$ cat src/rtl/wb_regfile_pkg.sv
// Shared constants and helpers for the write-back stage register file.
package wb_regfile_pkg;

  localparam int DATA_W = 32;
  localparam int REG_W  = 5;
  localparam int SLOTS  = 12;

  localparam logic [5:0] OP_RTYPE = 6'b000000;
  localparam logic [5:0] OP_LW    = 6'b100011;
  localparam logic [5:0] OP_SW    = 6'b101011;
  localparam logic [5:0] OP_BNE   = 6'b000101;
  localparam logic [5:0] OP_ADDI  = 6'b001000;

  localparam logic [REG_W-1:0] REG_T0 = 5'd8;
  localparam logic [REG_W-1:0] REG_T1 = 5'd9;
  localparam logic [REG_W-1:0] REG_T2 = 5'd10;
  localparam logic [REG_W-1:0] REG_T3 = 5'd11;
  localparam logic [REG_W-1:0] REG_T4 = 5'd12;
  localparam logic [REG_W-1:0] REG_T5 = 5'd13;
  localparam logic [REG_W-1:0] REG_S0 = 5'd16;
  localparam logic [REG_W-1:0] REG_S1 = 5'd17;
  localparam logic [REG_W-1:0] REG_S2 = 5'd18;
  localparam logic [REG_W-1:0] REG_S3 = 5'd19;
  localparam logic [REG_W-1:0] REG_S4 = 5'd20;
  localparam logic [REG_W-1:0] REG_S5 = 5'd21;

  function automatic logic is_impl_reg(input logic [REG_W-1:0] r);
    return ((r >= REG_T0) && (r <= REG_T5)) || ((r >= REG_S0) && (r <= REG_S5));
  endfunction

  // t0..t5 occupy slots 0..5, s0..s5 occupy slots 6..11.
  function automatic logic [3:0] reg_slot(input logic [REG_W-1:0] r);
    logic [REG_W-1:0] off;
    if (r <= REG_T5) off = r - REG_T0;
    else             off = r - REG_S0 + 5'd6;
    return off[3:0];
  endfunction

endpackage

$ cat src/rtl/wb_regfile_decode.sv
// Combinational write-back decode: picks destination register and data source.
module wb_decode
  import wb_regfile_pkg::*;
(
  input  logic [DATA_W-1:0] instruction,
  input  logic [DATA_W-1:0] alu_result,
  input  logic [DATA_W-1:0] read_data,
  output logic              we,
  output logic [REG_W-1:0]  dest,
  output logic [DATA_W-1:0] data
);

  logic [5:0] opcode;
  assign opcode = instruction[31:26];

  always_comb begin
    we   = 1'b0;
    dest = '0;
    data = '0;
    unique case (opcode)
      OP_RTYPE: begin
        // An all-zero word is the NOP encoding, not an R-type to r0.
        if (instruction != '0) begin
          we   = 1'b1;
          dest = instruction[15:11];
          data = alu_result;
        end
      end
      OP_LW: begin
        we   = 1'b1;
        dest = instruction[20:16];
        data = read_data;
      end
      OP_ADDI: begin
        we   = 1'b1;
        dest = instruction[20:16];
        data = alu_result;
      end
      default: ;
    endcase
  end

endmodule

$ cat src/rtl/wb_regfile.sv
// Write-back stage: latches the MEM-stage result, then commits it to t0..t5/s0..s5.
// Optional combinational forwarding of the pending write: define WB_FWD_EN.
module wb_regfile
  import wb_regfile_pkg::*;
(
  input  logic              clk,
  input  logic              rst,
  input  logic [DATA_W-1:0] mem_instruction,
  input  logic [DATA_W-1:0] mem_alu_result,
  input  logic [DATA_W-1:0] mem_read_data,
  output logic [DATA_W-1:0] t0,
  output logic [DATA_W-1:0] t1,
  output logic [DATA_W-1:0] t2,
  output logic [DATA_W-1:0] t3,
  output logic [DATA_W-1:0] t4,
  output logic [DATA_W-1:0] t5,
  output logic [DATA_W-1:0] s0,
  output logic [DATA_W-1:0] s1,
  output logic [DATA_W-1:0] s2,
  output logic [DATA_W-1:0] s3,
  output logic [DATA_W-1:0] s4,
  output logic [DATA_W-1:0] s5,
  output logic [DATA_W-1:0] wb_instruction,
  output logic [15:0]       retire_count,
`ifdef WB_FWD_EN
  output logic              fwd_valid,
  output logic [REG_W-1:0]  fwd_reg,
  output logic [DATA_W-1:0] fwd_data,
`endif
  output logic              bad_dest
);

  logic              dec_we;
  logic [REG_W-1:0]  dec_dest;
  logic [DATA_W-1:0] dec_data;

  logic              pend_we;
  logic [REG_W-1:0]  pend_reg;
  logic [DATA_W-1:0] pend_data;

  logic [DATA_W-1:0] rf [SLOTS];

  wb_decode u_decode (
    .instruction (mem_instruction),
    .alu_result  (mem_alu_result),
    .read_data   (mem_read_data),
    .we          (dec_we),
    .dest        (dec_dest),
    .data        (dec_data)
  );

  // Stage 1: latch the decoded write from MEM.
  always_ff @(posedge clk or negedge rst) begin
    if (!rst) begin
      wb_instruction <= '0;
      pend_we        <= 1'b0;
      pend_reg       <= '0;
      pend_data      <= '0;
    end else begin
      wb_instruction <= mem_instruction;
      pend_we        <= dec_we;
      pend_reg       <= dec_dest;
      pend_data      <= dec_data;
    end
  end

  // Stage 2: commit the pending write or flag an unimplemented destination.
  always_ff @(posedge clk or negedge rst) begin
    if (!rst) begin
      for (int i = 0; i < SLOTS; i++) rf[i] <= '0;
      retire_count <= '0;
      bad_dest     <= 1'b0;
    end else if (pend_we && (pend_reg != '0)) begin
      if (is_impl_reg(pend_reg)) begin
        rf[reg_slot(pend_reg)] <= pend_data;
        retire_count           <= retire_count + 16'd1;
      end else begin
        bad_dest <= 1'b1;
      end
    end
  end

  assign t0 = rf[0];
  assign t1 = rf[1];
  assign t2 = rf[2];
  assign t3 = rf[3];
  assign t4 = rf[4];
  assign t5 = rf[5];
  assign s0 = rf[6];
  assign s1 = rf[7];
  assign s2 = rf[8];
  assign s3 = rf[9];
  assign s4 = rf[10];
  assign s5 = rf[11];

`ifdef WB_FWD_EN
  assign fwd_valid = pend_we && is_impl_reg(pend_reg);
  assign fwd_reg   = pend_reg;
  assign fwd_data  = pend_data;
`endif

endmodule
$ cat config.mk
export PLATFORM = sky130hd
export DESIGN_NAME = wb_regfile
export DESIGN_NICKNAME = d
export VERILOG_FILES = /design/src/rtl/wb_regfile_pkg.sv /design/src/rtl/wb_regfile_decode.sv /design/src/rtl/wb_regfile.sv
export SDC_FILE = /design/constraint.sdc
export NUM_CORES = 1
export LEC_CHECK = 0
export BUFFER_PORTS_ARGS = -buffer_cell sky130_fd_sc_hd__buf_2
export CAP_MARGIN = 10
export CORE_AREA = 2 2 205 207
export DETAILED_ROUTE_END_ITERATION = 10
export DIE_AREA = 0 0 207 209
export PLACE_DENSITY = 0.79
export SKIP_CTS_REPAIR_TIMING = 1
export SLEW_MARGIN = 20
export SYNTH_ARGS = -nofsm -noshare
export SYNTH_HDL_FRONTEND = slang
export SYNTH_SLANG_ARGS = --single-unit
$ cat constraint.sdc
create_clock -name clk -period 2.3 [get_ports clk]
set_clock_uncertainty 0.15 [all_clocks]
set_input_delay 0.23 -clock clk [delete_from_list [all_inputs] [get_ports clk]]
set_output_delay 0.23 -clock clk [all_outputs]
set_load 0.05 [all_outputs]
# After elaboration in Yosys (flattened, before gate mapping)
# Cells that the tools add are included.
# op_classes
n_eq_ne	2
n_addsub	4
magnitude_cmp	6
reduce_logical	11
bitwise_logic	2
n_mux	12
# op_table
cell	n
bitwise mux 384 bit	1
demux 32 bit (select 4 bit)	1
one-hot mux 32 bit (3 select lines)	1
2-to-1 mux 32 bit	2
nonzero test 32 bit	1
adder 16 x 1 -> 16 bit (second input constant)	1
2-to-1 mux 4 bit	3
>= comparator 5 bit (second input constant)	2
one-hot mux 5 bit (2 select lines)	1
== test 6 x 4 -> 1 bit (second input constant)	1
== test 6 bit (second input constant)	1
logical NOT 6 bit	1
>= comparator 5 x 4 -> 1 bit (second input constant)	1
less-or-equal comparator 5 x 4 -> 1 bit (second input constant)	1
less-or-equal comparator 5 bit (second input constant)	1
< comparator 5 x 1 -> 1 bit (second input constant)	1
2-to-1 mux 5 bit	1
NOT 4 -> 5 bit	1
nonzero test 5 bit	1
adder 4 x 3 -> 4 bit (second input constant)	1
logical AND 1 bit	4
AND reduction 2 bit	2
subtractor 4 x 1 -> 4 bit (second input constant)	1
subtractor 4 bit (second input constant)	1
other kinds (5)	5
# word_totals
register_bits	471
inputBits	98
elab_cells	55
out_inout_bits	433

# Logic depth before layout (Yosys ltp)
# Gate-level depths: netlist of the first run.
# depth
depth_word	11
depth_mapped	10
ltp_nobuf	7

# Hierarchy
# Synthesis of the first run repeated with hierarchy kept, for this count alone.
# unflattened
hier_cells	1073
area_unflattened_um2	17590.6
# modules_own_cells
module	cells_per_inst	seq_area_each_um2	instances	area_per_inst_um2
wb_regfile	1012	11786.3	1	17063.9
wb_decode	61	0.0	1	526.8

# Worst setup path before layout of the first run
# No wires, ideal clock.
# synth_timing
path_type	flip-flop to flip-flop
startpoint	register pend_reg[1]
endpoint	register rf (netlist bit t3[10])
setup_time_ns	0.125
path_stages_with_launch	11
slack_ns	-0.107
period_less_slack_ns	2.407
required_time_ns	2.025
n_path_buf	3
arrival_ns	2.132
path_cell_list	dfrtp_1 -> inv_1 -> ha_1 -> a21oi_1 -> o211a_1 -> buf_6 -> and3_1 -> nor2b_4 -> buf_6 -> buf_6 -> mux2_4
# synth_between
elab_chain_len	11
elab_cells_between_ends	23
cone_classes	3 x add/sub; 6 x order compare; 6 x mux; 1 x bitwise; 7 x reduce/logical
# synth_rtl
item	line_no	text
start, declared	wb_regfile.sv:38	logic [REG_W-1:0] pend_reg;
start signal, assigned	wb_regfile.sv:62	pend_reg <= dec_dest;
subtractor 4 x 1 -> 4 bit	wb_regfile_pkg.sv:35	else off = r - REG_S0 + 5'd6;
adder 4 x 3 -> 4 bit	wb_regfile_pkg.sv:35	
2-to-1 mux 4 bit	wb_regfile_pkg.sv:34	if (r <= REG_T5) off = r - REG_T0;
2-to-1 mux 4 bit	wb_regfile.sv:74	if (is_impl_reg(pend_reg)) begin
2-to-1 mux 4 bit	wb_regfile.sv:73	end else if (pend_we && (pend_reg != '0)) begin
NOT 4 -> 5 bit (implied by the code)	wb_regfile.sv:75	rf[reg_slot(pend_reg)] <= pend_data;
>= comparator 5 bit (implied by the code) or < comparator 5 x 1 -> 1 bit (tied branches)	wb_regfile.sv:75	
logical AND 1 bit (implied by the code)	wb_regfile.sv:75	
2-to-1 mux 32 bit (implied by the code)	wb_regfile.sv:75	
demux 32 bit (select 4 bit)	wb_regfile.sv:75	
bitwise mux 384 bit	wb_regfile.sv:75	
end signal, assigned by index	wb_regfile.sv:75	
end, declared	wb_regfile.sv:41	logic [DATA_W-1:0] rf [SLOTS];
# Parallel ways exist; a longest one is shown, timed or not. The select of a mux whose other input is x is not followed.
# A chain may end at the register's enable or synchronous reset.

# Worst setup path in the final report of the first run
# layout_timing
startpoint	input port mem_instruction[28]
endpoint	register pend_data[20]
# layout_between
elab_chain_len	3
elab_cells_between_ends	6
cone_classes	2 x eq/ne; 2 x mux; 2 x reduce/logical
# layout_rtl
item	line_no	text
start, declared	wb_regfile.sv:8	input logic [DATA_W-1:0] mem_instruction,
nonzero test 32 bit	wb_regfile_decode.sv:23	if (instruction != '0) begin
2-to-1 mux 32 bit	wb_regfile_decode.sv:23	
one-hot mux 32 bit (3 select lines) *	wb_regfile_decode.sv:20	unique case (opcode)
named net dec_data[20]	wb_regfile.sv:35	logic [DATA_W-1:0] dec_data;
end signal, assigned	wb_regfile.sv:63	pend_data <= dec_data;
end, declared	wb_regfile.sv:39	logic [DATA_W-1:0] pend_data;
# The timed path passes the listed nets; every way through them passes the cells marked *.

==> results of run 1 <==
-- routing by layer --
layer  track usage  share of wire  up-vias
li1              -              -     5234
met4        0.0904          0.046        0
met1         0.307           0.40     6504
met3        0.0591          0.073      173
met2         0.360           0.48      618
met5             0              0        -
-- layout by cell type, fill, tap and decap left out, types with 9 or more instances in the layout --
cell             n
buf_6           13
clkinv_2        13
mux2_2         296
buf_12          32
nor2_1          10
buf_2          529
clkbuf_1        11
a22o_1          37
buf_4           30
clkbuf_16       62
mux2_4          86
dlygate4sd3_1   97
nand3_1          9
dfrtp_1        468
xor2_1           9
-- cells in the mapped netlist (3+ instances only) --
library cell / count / area share
a22o_1: 37 / 0.018
a31oi_1: 4 / 0.0014
and3_1: 4 / 0.0014
buf_2: 17 / 0.0047
buf_4: 16 / 0.0067
buf_6: 12 / 0.0075
clkbuf_1: 35 / 0.0073
dfrtp_1: 471 / 0.66
ha_1: 4 / 0.0028
inv_1: 9 / 0.0019
mux2_1: 5 / 0.0031
mux2_2: 320 / 0.20
mux2_4: 60 / 0.050
nand2_1: 14 / 0.0029
nand3_1: 9 / 0.0025
nand4_1: 4 / 0.0014
nor2_1: 16 / 0.0034
nor4_1: 6 / 0.0021
o22ai_1: 3 / 0.0010
xnor2_1: 7 / 0.0034
xor2_1: 10 / 0.0049
-- power breakdown --
part	total, mW	switching [mW]	internal [mW]
Clock	7.52	3.26	4.26
Combinational	0.717	0.454	0.263
Sequential	8.39	0.0624	8.33
Total	16.6	3.78	12.9
-- metrics by stage --
stage | cells | power, mW | hold WS, ns
after floorplan | 1091 | 8.71 | -0.216
after global placement | 2137 | 9.08 | 0.0935
after detailed placement | 2137 | 9.10 | 0.0948
after CTS | 2223 | 16.5 | -0.529
after global routing | 2359 | 17.1 | 0.118
final | 2359 | 16.6 | 0.0643
-- kinds of logic after synthesis --
kind of cell,after synthesis,synth area share
muxes,386,0.255
buffers and inverters,89,0.0282
xor gates and xnor gates,17,0.00831
DFF,471,0.658
AOI/OAI and AO/OA,54,0.0250
adders and majority gates,4,0.00279
and+or+nand+nor,70,0.0228
-- worst max path at each step --
stage / slack (ns) / endpoint / start
after floorplan: 0.007 / t3[10] / pend_reg[1]
after global placement: -0.45 / t5[12] / pend_reg[1]
after detailed placement: -0.53 / s1[18] / pend_reg[1]
after CTS: -0.54 / t5[16] / pend_reg[1]
after global routing: -0.28 / pend_data[20] / mem_instruction[28]
final: -0.21 / pend_data[20] / mem_instruction[28]
-- cell type report --
type	count	area share
diodes	4	0.000399
clock buffers	66	0.0529
clock inverters	20	0.00658
inverters	9	0.00145
multi-input cells	531	0.241
flip-flops and latches	471	0.470
well taps	539	0.0269
repair buffers	719	0.201
==> impl_metrics.json, run 1 <==
{
  "crit_family": "simple AND/OR/NAND/NOR gates",
  "fmax_ghz": 0.398,
  "postRouteAntennaNets": 0,
  "ios": 531,
  "r2r-start": "pend_reg[2]",
  "overflow": 0,
  "post-route-period-util": 1.09,
  "end_kind": "flip-flop",
  "die_height_um": 209,
  "hold_path.class": "in -> async",
  "timing.rr.end": "t2[10]",
  "core_um2": 41300,
  "fin_crit_ns": 2.51,
  "grt_pass1_wl_mm": 75.8,
  "dpl_worst_slack_ns": -0.528,
  "finalHoldViolations": 0,
  "drt_iter0_markers": 648,
  "cts_tree": "built",
  "cts_made_buffers": 47,
  "utilization": 0.608,
  "first_global_vias": 12300,
  "fin_tns_setup_ns": -40.99,
  "first_pass_iters": 5,
  "cts_buffer_depth": 3,
  "cp_slowest_cell": "nor2_4",
  "clock_latency_ns": 0.57,
  "final-setup-viol-count": 386,
  "gp_congestion": 0.844,
  "peakVddDrop_mv": 0.553,
  "routedWlPerCell_um": 24.8,
  "worst_slack_ns": -0.210,
  "crit_cells": 6,
  "leakage_nw": 13.9,
  "r2r_cells": 8,
  "seqCellArea_um2": 11800,
  "viasPerCell": 5.31,
  "antenna_found_initial": 4,
  "synthCells": 1091,
  "dp_hpwl_mm": 36.0,
  "design_area_um2": 25100,
  "violations": "negative setup slack",
  "crit_arrival_ns": 2.85,
  "worstPathRequired_ns": 2.64,
  "rrSetupSlack_ns": -0.16,
  "ys_seq_elements": 471,
  "synth_warnings": 0,
  "async_flop_share": 1.00,
  "cap_violations": 0,
  "drc": 0,
  "drive_gt1_frac": 0.618,
  "dieArea_um2": 43300,
  "synth_edf_count": 0,
  "via_count": 12500,
  "place_area_um2": 21600,
  "numPortBuffers": 530,
  "crit_fanout": 32,
  "yosysUniqueCellTypes": 43,
  "status": "finished, violations left",
  "rsz0062_at_grt": "true",
  "syn2layout_area_growth_pct": 40.1,
  "power.density_nw_per_um2": 663,
  "rows": 75,
  "die-width_um": 207,
  "wl_mm": 58.4,
  "startpoint_type": "input pin",
  "synth_ff_type": "dfrtp_1",
  "cp_cell_sequence": "buf_2 > dlygate4sd3_1 > or2_2 > or4_1 > nor2_4 > a22o_1",
  "grt_max_degree": 68,
  "final_max_slew_viol_count": 0,
  "slew_headroom": 0.313,
  "clock-sinks": 471,
  "avgSynthCellArea_um2": 16.4,
  "slowest_delay_ns": 0.81,
  "seq_area_frac_synth": 0.658,
  "grt_util_all_layers": 0.229,
  "htree_levels": 2,
  "tightestPinTransition_ns": 1.03,
  "fillCellCount": 2985,
  "initial_utilization": 0.434,
  "syn-cell-area_um2": 17900,
  "root_buffer": "clkbuf_16",
  "multiInputGateArea_um2": 6040,
  "synthesis.nets": 1193,
  "clkTransAtPathRegs_ns": 0.06,
  "path_buf_inv": 2,
  "nets": 1881,
  "crit_type": "in -> reg"
}
Power figures use the tool's default switching activity.
==> run 2: changes to the inputs <==
--- a/config.mk
+++ b/config.mk
@@ -5,12 +5,13 @@
 export SDC_FILE = /design/constraint.sdc
 export NUM_CORES = 1
 export LEC_CHECK = 0
-export BUFFER_PORTS_ARGS = -buffer_cell sky130_fd_sc_hd__buf_2
 export CAP_MARGIN = 10
-export CORE_AREA = 2 2 205 207
+export CORE_AREA = 2 2 206 208
+export CTS_BUF_LIST = sky130_fd_sc_hd__clkbuf_4
 export DETAILED_ROUTE_END_ITERATION = 10
-export DIE_AREA = 0 0 207 209
-export PLACE_DENSITY = 0.79
+export DIE_AREA = 0 0 208 210
+export DONT_BUFFER_PORTS = 1
+export PLACE_DENSITY = 0.67
 export SKIP_CTS_REPAIR_TIMING = 1
 export SLEW_MARGIN = 20
 export SYNTH_ARGS = -nofsm -noshare
==> run 2 against run 1 <==
The run ends with negative hold slack, negative setup slack left. Sequential share of layout area increased by 3.7 points. Final area decreased by 7.3%. First-iteration DRC count increased by 2.5%. Wire length decreased by 5.0%. Worst setup slack got worse by 0.011 ns. Fmax decreased by 0.43%. Die area increased by 0.96%. Core utilization decreased by 4.7 points. Worst hold slack got worse by 1.1 ns. Largest cell class unchanged.
==> impl_metrics.json, run 2 (synthesized netlist as in run 1, its figures left out) <==
{
  "status": "finished, violations left",
  "violations": "negative hold slack, negative setup slack",
  "r2r-start": "pend_reg[1]",
  "die_height_um": 210,
  "drive_gt1_frac": 0.462,
  "end_kind": "flip-flop",
  "final_cells": 2034,
  "rows": 75,
  "p_int_mw": 12.2,
  "grt_util_all_layers": 0.214,
  "power.share.combinational": 0.026,
  "multiInputGateArea_um2": 6080,
  "clkTransAtPathRegs_ns": 0.07,
  "worst_slack_ns": -0.221,
  "overflow": 0,
  "cts_buffer_depth": 3,
  "p_switching_mw": 3.71,
  "final_max_slew_viol_count": 0,
  "die-width_um": 208,
  "finalHoldViolations": 471,
  "startpoint_type": "flip-flop",
  "rsz0062_at_grt": "true",
  "hold_ws_ns": -1.05,
  "grt_pass1_wl_mm": 69.6,
  "clock_latency_ns": 0.85,
  "cts_made_buffers": 118,
  "routedWlPerCell_um": 27.3,
  "cts_tree": "built",
  "dieArea_um2": 43700,
  "crit_type": "reg -> reg",
  "first_global_vias": 10400,
  "slowest_delay_ns": 0.46,
  "slew_headroom": 0.322,
  "final-setup-viol-count": 389,
  "gp_congestion": 0.855,
  "fin_crit_ns": 2.52,
  "worstPathRequired_ns": 2.88,
  "grt_max_degree": 472,
  "timing.rr.end": "t0[10]",
  "p_seq_frac": 0.538,
  "first_pass_iters": 4,
  "nets": 1517,
  "htree_levels": 3,
  "via_count": 11100,
  "tightestPinTransition_ns": 1.02,
  "numPortBuffers": 0,
  "critPathLaunch": "pend_reg[1]",
  "clock-sinks": 471,
  "fin_tns_setup_ns": -53.24,
  "post-route-period-util": 1.10,
  "final_common_cell": "dfrtp_1",
  "drt_iter0_markers": 664,
  "rrSetupSlack_ns": -0.22,
  "core_um2": 41500,
  "fillCellCount": 3174,
  "wl_mm": 55.5,
  "syn2layout_area_growth_pct": 29.9,
  "leakage_nw": 11.6,
  "fmax_ghz": 0.397,
  "final_cell_mix": "dfrtp_1 (469), mux2_2 (269), dlygate4sd3_1 (191)",
  "crit_fanout": 8,
  "ios": 531,
  "initial_utilization": 0.432,
  "seqCellArea_um2": 11800,
  "post-place-cells": 1613,
  "r2r_cells": 10,
  "viasPerCell": 5.45,
  "postRouteAntennaNets": 0,
  "drc": 0,
  "cp_slowest_cell": "dfrtp_2",
  "peakVddDrop_mv": 0.441,
  "finalPower_mw": 15.9,
  "crit_arrival_ns": 3.10,
  "antenna_found_initial": 5,
  "dp_hpwl_mm": 32.2,
  "p_sw_frac": 0.234,
  "cap_violations": 0,
  "root_buffer": "clkbuf_4",
  "power_frac_clock": 0.437,
  "cp_cell_sequence": "inv_4 > ha_4 > a21oi_4 > o21a_2 > buf_6 > o21a_4 > nor3_4 > buf_12 > clkbuf_16 > mux2_2",
  "hold_path.class": "in -> async",
  "power.density_nw_per_um2": 682
}
-- run 2: changes by cell type in the layout (fill, tap and decap cells not counted), moves of 4 or more --
cell,change
buf_12,-4
buf_2,-529
buf_4,+10
clkbuf_1,-11
clkbuf_16,-49
clkbuf_4,+162
clkbuf_8,-8
clkinv_1,+24
clkinv_2,-7
dlygate4sd3_1,+94
mux2_2,-27
mux2_4,+28
-- run 2: power by group through the flow --
| stage | clock, mW | combinational, mW | sequential [mW] |
|---|---|---|---|
| after detailed placement | 0 | 0.0871 | 8.68 |
| final | 6.93 | 0.407 | 8.53 |
| after floorplan | 0 | 0.0631 | 8.65 |
| after CTS | 7.07 | 0.0883 | 8.52 |
| after global placement | 0 | 0.0847 | 8.68 |
| after global routing | 7.55 | 0.424 | 8.53 |
-- run 2: critical path, delay by kind of cell, from the launching register on --
kind            cells  cell delay (ns)
compound gates      3             0.53
flops               1             0.46
simple gates        1             0.21
mux                 1             0.33
fa+ha+maj           1             0.14
buf+inv             4             0.57
-- run 2: layout make-up --
class	instances	area share
Tap cell	539	0.0290
Antenna cell	3	0.000323
Timing Repair Buffer	284	0.140
Multi-Input combinational cell	531	0.261
Clock buffer	162	0.0523
Clock inverter	35	0.00936
Inverter	9	0.00156
Sequential cell	471	0.507
-- run 2: worst max-delay path by stage --
stage / slack [ns] / cells past startpoint / to
3_5_place_dp: -0.33 / 8 / s0[23]
4_1_cts: -0.39 / 8 / s0[23]
6_report: -0.22 / 10 / t0[10]
2_1_floorplan: 0.007 / 10 / t3[10]
3_3_place_gp: -0.29 / 9 / t1[27]
5_1_grt: -0.29 / 10 / t2[6]
-- run 2: per-stage QoR --
step	util	cell area [µm²]	setup WS, ns
3_3_place_gp	0.455	18900	-0.293
3_5_place_dp	0.455	18900	-0.328
2_1_floorplan	-	18000	0.00708
5_1_grt	0.561	23300	-0.287
6_report	0.561	23300	-0.221
4_1_cts	0.490	20300	-0.391
-- run 2: metal layers --
layer | up-vias | track usage | wire (µm)
met2 | 572 | 0.325 | 27000
met3 | 134 | 0.0951 | 5370
met4 | 0 | 0.103 | 2040
met5 | - | 0 | 0
met1 | 5814 | 0.263 | 21100
li1 | 4575 | - | -
